## config.mk

```make
export PLATFORM = sky130hd
export DESIGN_NAME = prom_access_arbiter
export DESIGN_NICKNAME = d
export VERILOG_FILES = /design/src/rtl/prom_ctl_pkg.sv /design/src/rtl/prom_arb_grant.sv /design/src/rtl/prom_access_arbiter.sv
export SDC_FILE = /design/constraint.sdc
export NUM_CORES = 1
export LEC_CHECK = 0
export BUFFER_PORTS_ARGS = -buffer_cell sky130_fd_sc_hd__clkbuf_2
export CORE_MARGIN = 3
export CORE_UTILIZATION = 45
export CTS_BUF_LIST = sky130_fd_sc_hd__clkbuf_4
export CTS_CLUSTER_SIZE = 20
export DETAILED_ROUTE_END_ITERATION = 16
export PLACE_DENSITY = 0.74
export SKIP_LAST_GASP = 1
export SYNTH_ARGS = -nofsm -noshare
export SYNTH_HDL_FRONTEND = slang
export SYNTH_SLANG_ARGS = --single-unit
```

## constraint.sdc

```tcl
create_clock -name clk -period 1.9 [get_ports clk]
set_input_delay 0.19 -clock clk [delete_from_list [all_inputs] [get_ports clk]]
set_output_delay 0.19 -clock clk [all_outputs]
set_load 0.005 [all_outputs]
```

## src/rtl/prom_ctl_pkg.sv

```systemverilog
// Shared types and constants for the 74S472 PROM access arbiter.
package prom_ctl_pkg;

  localparam int ADDR_W     = 9;
  localparam int DATA_W     = 8;
  localparam int WAIT_CNT_W = 4;

  typedef enum logic [2:0] {
    IDLE    = 3'd0,
    SETUP   = 3'd1,
    WAIT    = 3'd2,
    CAPTURE = 3'd3,
    RESP    = 3'd4
  } prom_state_e;

endpackage

```

## src/rtl/prom_arb_grant.sv

```systemverilog
// Two-way request grant for the PROM arbiter.
// PROM_ARB_RR_EN selects round-robin; otherwise r0 has fixed priority.
module prom_arb_grant (
  input  logic clk,
  input  logic reset_n,
  input  logic req0,
  input  logic req1,
  input  logic xfer0,
  input  logic xfer1,
  output logic grant0,
  output logic grant1
);

  // ptr_r == 0 means r0 wins the next tie.
  logic ptr_r;

  // Tie-break pointer moves past whichever requester just transferred.
  always_ff @(posedge clk or negedge reset_n) begin
    if (!reset_n) begin
      ptr_r <= 1'b0;
    end else if (xfer0) begin
      ptr_r <= 1'b1;
    end else if (xfer1) begin
      ptr_r <= 1'b0;
    end else begin
      ptr_r <= ptr_r;
    end
  end

`ifdef PROM_ARB_RR_EN
  assign grant0 = req0 & (~req1 | ~ptr_r);
  assign grant1 = req1 & (~req0 |  ptr_r);
`else
  logic unused_ptr_s;
  assign unused_ptr_s = ptr_r;
  assign grant0 = req0;
  assign grant1 = req1 & ~req0;
`endif

endmodule

```

## src/rtl/prom_access_arbiter.sv

```systemverilog
// Shares one async-read 512x8 PROM between two requesters with a timed CE_N access.
// Optional macro PROM_ARB_RR_EN: round-robin arbitration instead of fixed r0 priority.
module prom_access_arbiter #(
  parameter int ADDR_W      = prom_ctl_pkg::ADDR_W,
  parameter int DATA_W      = prom_ctl_pkg::DATA_W,
  parameter int WAIT_CYCLES = 2
) (
  input  logic              clk,
  input  logic              reset_n,
  input  logic              r0_req_valid,
  input  logic [ADDR_W-1:0] r0_req_addr,
  output logic              r0_req_ready,
  output logic              r0_rsp_valid,
  output logic [DATA_W-1:0] r0_rsp_data,
  input  logic              r0_rsp_ready,
  input  logic              r1_req_valid,
  input  logic [ADDR_W-1:0] r1_req_addr,
  output logic              r1_req_ready,
  output logic              r1_rsp_valid,
  output logic [DATA_W-1:0] r1_rsp_data,
  input  logic              r1_rsp_ready,
  output logic [ADDR_W-1:0] prom_a,
  output logic              prom_ce_n,
  input  logic [DATA_W-1:0] prom_d,
  output logic              busy
);
  import prom_ctl_pkg::*;

  prom_state_e           state_r, state_s;
  logic [WAIT_CNT_W-1:0] cnt_r, cnt_s;
  logic                  owner_r;
  logic [ADDR_W-1:0]     addr_r;
  logic [DATA_W-1:0]     r0_data_r, r1_data_r;
  logic                  ce_n_r, ce_n_s;
  logic                  r0_vld_r, r0_vld_s, r1_vld_r, r1_vld_s;
  logic                  busy_r, busy_s;
  logic                  grant0_s, grant1_s, xfer0_s, xfer1_s, xfer_s;

  prom_arb_grant u_grant (
    .clk     (clk),
    .reset_n (reset_n),
    .req0    (r0_req_valid),
    .req1    (r1_req_valid),
    .xfer0   (xfer0_s),
    .xfer1   (xfer1_s),
    .grant0  (grant0_s),
    .grant1  (grant1_s)
  );

  assign r0_req_ready = (state_r == IDLE) & grant0_s;
  assign r1_req_ready = (state_r == IDLE) & grant1_s;
  assign xfer0_s      = r0_req_valid & r0_req_ready;
  assign xfer1_s      = r1_req_valid & r1_req_ready;
  assign xfer_s       = xfer0_s | xfer1_s;

  // State, wait counter and access bookkeeping registers.
  always_ff @(posedge clk or negedge reset_n) begin
    if (!reset_n) begin
      state_r   <= IDLE;
      cnt_r     <= {WAIT_CNT_W{1'b0}};
      owner_r   <= 1'b0;
      addr_r    <= {ADDR_W{1'b0}};
      r0_data_r <= {DATA_W{1'b0}};
      r1_data_r <= {DATA_W{1'b0}};
      ce_n_r    <= 1'b1;
      r0_vld_r  <= 1'b0;
      r1_vld_r  <= 1'b0;
      busy_r    <= 1'b0;
    end else begin
      state_r  <= state_s;
      cnt_r    <= cnt_s;
      ce_n_r   <= ce_n_s;
      r0_vld_r <= r0_vld_s;
      r1_vld_r <= r1_vld_s;
      busy_r   <= busy_s;
      if (xfer_s) begin
        owner_r <= xfer1_s;
        addr_r  <= xfer1_s ? r1_req_addr : r0_req_addr;
      end else begin
        owner_r <= owner_r;
        addr_r  <= addr_r;
      end
      // Only the owner's byte is updated; the other side keeps its last response.
      if (state_r == CAPTURE && !owner_r) begin
        r0_data_r <= prom_d;
      end else begin
        r0_data_r <= r0_data_r;
      end
      if (state_r == CAPTURE && owner_r) begin
        r1_data_r <= prom_d;
      end else begin
        r1_data_r <= r1_data_r;
      end
    end
  end

  // Next-state and wait-counter logic.
  always_comb begin
    state_s = state_r;
    cnt_s   = cnt_r;
    case (state_r)
      IDLE: begin
        if (xfer_s) begin
          state_s = SETUP;
        end else begin
          state_s = IDLE;
        end
      end
      SETUP: begin
        if (WAIT_CYCLES == 0) begin
          state_s = CAPTURE;
        end else begin
          state_s = WAIT;
          cnt_s   = WAIT_CNT_W'(WAIT_CYCLES - 1);
        end
      end
      WAIT: begin
        if (cnt_r == {WAIT_CNT_W{1'b0}}) begin
          state_s = CAPTURE;
        end else begin
          cnt_s = cnt_r - WAIT_CNT_W'(1);
        end
      end
      CAPTURE: state_s = RESP;
      RESP: begin
        if (owner_r ? r1_rsp_ready : r0_rsp_ready) begin
          state_s = IDLE;
        end else begin
          state_s = RESP;
        end
      end
      default: state_s = IDLE;
    endcase
  end

  // Outputs are decoded from the next state so they leave the flops aligned with the state.
  always_comb begin
    ce_n_s   = !(state_s inside {SETUP, WAIT, CAPTURE});
    r0_vld_s = (state_s == RESP) & ~owner_r;
    r1_vld_s = (state_s == RESP) &  owner_r;
    busy_s   = (state_s != IDLE);
  end

  assign prom_a       = addr_r;
  assign prom_ce_n    = ce_n_r;
  assign r0_rsp_valid = r0_vld_r;
  assign r1_rsp_valid = r1_vld_r;
  assign r0_rsp_data  = r0_data_r;
  assign r1_rsp_data  = r1_data_r;
  assign busy         = busy_r;

endmodule

```

Word level (Yosys, flattened, before mapping)
Cells that the tools add are included.
W data, S select, Z words.
- flip-flop bits (word level): 37
- bits in latches: 0
- bits in writable memories: 0
- ROM bits: 0
- bits of input ports: 32
- output and inout bits: 31
- word-level logic and storage cells: 48
- memories kept: 0
- $add $sub $neg: 1
- multiply operators: 0
- div/mod/pow operators: 0
- order comparisons: 0
- eq/ne operators: 9
- shift operators: 0
- mux-type cells: 8
- bitwise logic cells: 10
- reductions and logical operators: 10
- operators by type and width (operator ; number):
    $pmux W3 S5 ; 1
    $eq A3 B2 Y1 const B ; 4
    $mux W9 ; 1
    $pmux W4 S2 ; 1
    $and A1 B1 Y1 ; 7
    $eq A3 B1 Y1 const B ; 2
    $eq A3 B3 Y1 const B ; 2
    $mux W3 ; 2
    $reduce_bool A3 Y1 ; 2
    $logic_not A4 Y1 ; 1
    $mux W4 ; 1
    $sub A4 B1 Y4 const B ; 1
    $logic_not A3 Y1 ; 1
    $logic_and A1 B1 Y1 ; 2
    $logic_not A1 Y1 ; 2
    $mux W1 ; 2
    $ne A2 B2 Y1 const B ; 1
    $not A1 Y1 ; 2
    $reduce_and A2 Y1 ; 1
    $reduce_bool A2 Y1 ; 1
    $or A1 B1 Y1 ; 1

Logic depth before layout (Yosys ltp)
- word-level depth: 10
- depth in mapped cells: 5
- gate-level depth less buffers: 5

By module
A second synthesis with hierarchy kept.
- cells, all modules: 144
- area total of the unflattened synthesis: 1771.7 µm²
- by module, submodules not included (module ; times used ; cells each ; area an instance (µm²) ; sequential area each (µm²)):
    prom_access_arbiter ; 1 ; 142 ; 1750.4 ; 927.1
    prom_arb_grant ; 1 ; 2 ; 21.3 ; 0.0

Least setup slack after synthesis
Ideal clock, no wire load.
- kind: flip-flop to flip-flop
- start point: register cnt_r[0]
- end point: register state_r[0]
- setup time: 0.111 ns
- data arrival time: 1.332 ns
- data required time: 1.789 ns
- slack: 0.456 ns
- stages on the path, launching flop included: 5
- buffers on the path: 0
- period minus slack after synthesis: 1.444 ns
- cells stage by stage: dfrtp_1 inv_1 ha_1 or3b_1 a2111oi_2
- word-level cells in the longest chain between the ends: 3
- RTL lines (item ; RTL line ; RTL):
    start: declaration ; prom_access_arbiter.sv:30 ; logic [WAIT_CNT_W-1:0] cnt_r, cnt_s;
    start signal: assignment ; prom_access_arbiter.sv:60 ; cnt_r <= {WAIT_CNT_W{1'b0}};
    start signal: assignment ; prom_access_arbiter.sv:71 ; cnt_r <= cnt_s;
    $logic_not A4 Y1 ; prom_access_arbiter.sv:118 ; if (cnt_r == {WAIT_CNT_W{1'b0}}) begin
    $mux W3 ; prom_access_arbiter.sv:118 ;
    $pmux W3 S5 ; prom_access_arbiter.sv:101 ; case (state_r)
    net state_s[0] ; prom_access_arbiter.sv:29 ; prom_state_e state_r, state_s;
    end signal: assignment ; prom_access_arbiter.sv:70 ; state_r <= state_s;
    end: declaration ; prom_access_arbiter.sv:29 ;
The timed path passes the listed nets, and every way through them passes these cells.
A chain may end at the register's enable or synchronous reset.

Final worst setup path
- start point: register state_r[1]
- end point: output port r0_req_ready
- word-level cells in the longest chain between the ends: 2
- RTL lines (item ; RTL line ; RTL):
    $logic_not A3 Y1 ; prom_access_arbiter.sv:50 ; assign r0_req_ready = (state_r == IDLE) & grant0_s;
    $and A1 B1 Y1 ; prom_access_arbiter.sv:50 ;
    end: declaration ; prom_access_arbiter.sv:12 ; output logic r0_req_ready,
No other way between the ends.

==> run summary <==
Outcome: finished, final reports clean
Port Buffer Count: 62
Final sum of negative setup slack: 0 ns
Main combinational cell family by area after synthesis: compound AO/OA/AOI/OAI gates
Max-cap violations: 0
Final setup violation count: 0
Global-route wire length before repair: 6090 µm
Hpwl dp: 2860 µm
Largest fanout on the critical path: 10
Overall power: 3.71 mW
Final ANT Viol Nets: 0
Max H-tree Level: 2
Via count: 1,400
Global placer's final weighted congestion: 0.810
Number of global-route vias before repair: 1,358
Final hold vios: 0
TritonCTS buffer count: 5
Sink Count: 37
Critical Path End Type: output port
Synth warn: 0
NetSw: 1.37 mW
Pre-Repair DR Iteration Count: 4
Global router's overall resource usage: 17.8%
Die Area: 4670 µm²
Post-synthesis mux area share: 10.9%
Placement Cell Area: 2090 µm²
Critical Path Source Type: flop
Cell chosen for the clock root: clkbuf_4
Skew-Pair Late Insertion Delay: 0.35 ns
Share of post-route cells with drive strength above 1: 47.1%
IO Pins: 63
Switch share: 36.8%
Starting Density: 47.1%
Grt ovf: 0
Register area share after synthesis: 53.0%
WL final: 3810 µm
Synth Area in XOR/XNOR: 0.501%
Sequential power share: 40.4%
Setup ws final: 0.0835 ns
TritonCTS clock tree: yes
P_int: 2.35 mW
Slew headroom: 61.0%
Mapped Nets: 186
Wire per inst: 14.2 µm
RSZ-0062 raised after global routing: no
Simple-gate share of the synthesized area: 13.4%
Post-placement cell count: 257
Area of the core: 3720 µm²
Drt drc: 0
Worst Tran Pin Value: 0.586 ns
Final Instance Count excl. Fillers: 269
Multi-input gate area: 734 µm²
Diode count: 0
Leakage power: 1.05 nW
FFs w/ async S/R, synth: 100%
Pin count of the biggest net entering global routing: 26
Post-synth EDFFs: 0
Top FF cell, synth: dfrtp_1
Post-Place Worst Slack: 0.169 ns
Row Count: 22
Crit path kind: flop to output port
Cell Area, Synth: 1750 µm²
Combinational power share: 44.6%
Adder-Cell Fraction of Synth Area: 1.43%
Register Area: 930 µm²
Final period utilization: 95.6%
Clock Skews: 0.0152 ns
Max Buffers Root-to-Sink: 2
Die H: 68.3 µm
Final nets: 254
Starting DRT DRC Count: 59
Final Cell Area: 2210 µm²
HP Class: primary input to flop
Count of cell types in the netlist: 38
Area grow syn2layout: 26.4%
Final slew viol count: 0
CP required: 1.71 ns
Peak supply drop: 0.000645 V
Compound-gate portion of the synthesized area: 15.5%
Crit path DAT: 1.63 ns
Average cell area after synthesis: 11.5 µm²
Clock network fraction of design power: 14.9%
Max frequency: 551 MHz
Fillers: 313
Post-Syn Instances: 152
Routed vias/inst: 5.20
#FFs+latches synth: 37
Final min period: 1.82 ns
Initial antenna violation count: 0
Die width: 68.3 µm
Clock-pin slew on the worst setup and hold paths: 0.11 ns
Pwr dens: 1680 nW/µm²
==> what timing repair did <==
action / 4_1_cts / 5_1_grt
buffers inserted: 0 / 3
endpoints found under the setup margin: 1 / 1
pin swaps: 0 / 1
hold buffers: 1 / 0
endpoints found under the hold margin: 23 / 0
resized for setup: 2 / 1
==> layout by cell type, fill, tap and decap left out, types with 3 or more instances in the layout <==
cell	netlist	final
nor2_1	6	6
a21oi_1	12	12
o21ai_0	4	4
buf_4	4	8
o22ai_1	16	16
clkbuf_4	0	6
dfrtp_1	36	34
mux2_2	16	16
inv_1	6	6
nor3_1	3	3
nand3_1	4	4
clkbuf_2	0	62
or4_1	3	3
nand2b_1	9	9
==> synthesized netlist by cell type, drive strengths merged (2+ instances only) <==
| cell | n | area (µm²) |
|---|---|---|
| nand2b | 10 | 65.1 |
| buf | 9 | 61.3 |
| nor3b | 2 | 26.3 |
| inv | 6 | 22.5 |
| o211ai | 2 | 15.0 |
| dfrtp | 36 | 901 |
| o22ai | 18 | 125 |
| mux2 | 16 | 180 |
| a2111oi | 2 | 25.0 |
| nor2b | 2 | 12.5 |
| or4 | 3 | 22.5 |
| o21ai | 4 | 20.0 |
| nor3 | 3 | 15.0 |
| a21oi | 12 | 60.1 |
| nor2 | 6 | 22.5 |
| ha | 2 | 25.0 |
| nand3 | 5 | 30.0 |
==> critical path, stage by stage (launching register included) <==
cell	delay (ns)
dfrtp_2	0.48
or4b_4	0.59
inv_1	0.10
clkbuf_2	0.11
==> state kept, by name (all words and copies together) (netlist names), 3 cells and up <==
signal,cells
prom_a,9
state_r,3
r1_rsp_data,8
cnt_r,4
r0_rsp_data,8
==> power groups by stage <==
stage	Combinational (mW)	Clock, mW	Sequential [mW]
global placement	1.59	0	1.50
CTS	1.64	0.561	1.50
finish	1.66	0.555	1.50
floorplan	1.14	0	1.44
global route	1.88	0.591	1.56
detailed placement	1.63	0	1.51
==> logic make-up after synthesis <==
family / after synthesis
and+or+nand+nor: 37
AOI/OAI and AO/OA: 41
adders and majority gates: 2
muxes: 17
DFF: 37
buffers and inverters: 17
xor gates and xnor gates: 1
==> path summary, 6_finish.rpt <==
kind,startpoint,endpoint,slack (ns),depth (start not counted)
worst max-delay path,state_r[1],r0_req_ready,0.08,3
worst min register to register,r1_rsp_data[6],r1_rsp_data[6],0.52,1
min in group asynchronous,reset_n,r1_rsp_data[0],0.35,2
worst max register to register,state_r[2],r0_rsp_data[2],0.21,3
worst min-delay path,r0_req_valid,prom_ce_n,0.07,2
max in group asynchronous,reset_n,prom_ce_n,0.93,3
==> cell type report <==
cell class	instances	share of cell area, %
Sequential cell	37	42.0
Multi-Input combinational cell	98	33.2
Timing Repair Buffer	71	17.2
Tap cell	48	2.72
Clock buffer	6	2.04
Clock inverter	2	1.58
Inverter	7	1.19
==> metal layers <==
layer / routed length [µm] / global-route usage [%] / up-vias
li1: - / - / 696
met5: 0 / 0 / -
met1: 1720 / 23.0 / 660
met3: 149 / 4.27 / 7
met2: 1870 / 28.3 / 37
met4: 74 / 8.19 / 0
==> through the flow <==
stage	util, %	hold WS, ns
after floorplan	-	-0.106
after global placement	56.3	0.225
after detailed placement	56.3	0.220
after CTS	58.9	0.0592
after global routing	59.5	0.0755
final	59.5	0.0710
(Power assumes the default switching activity.)
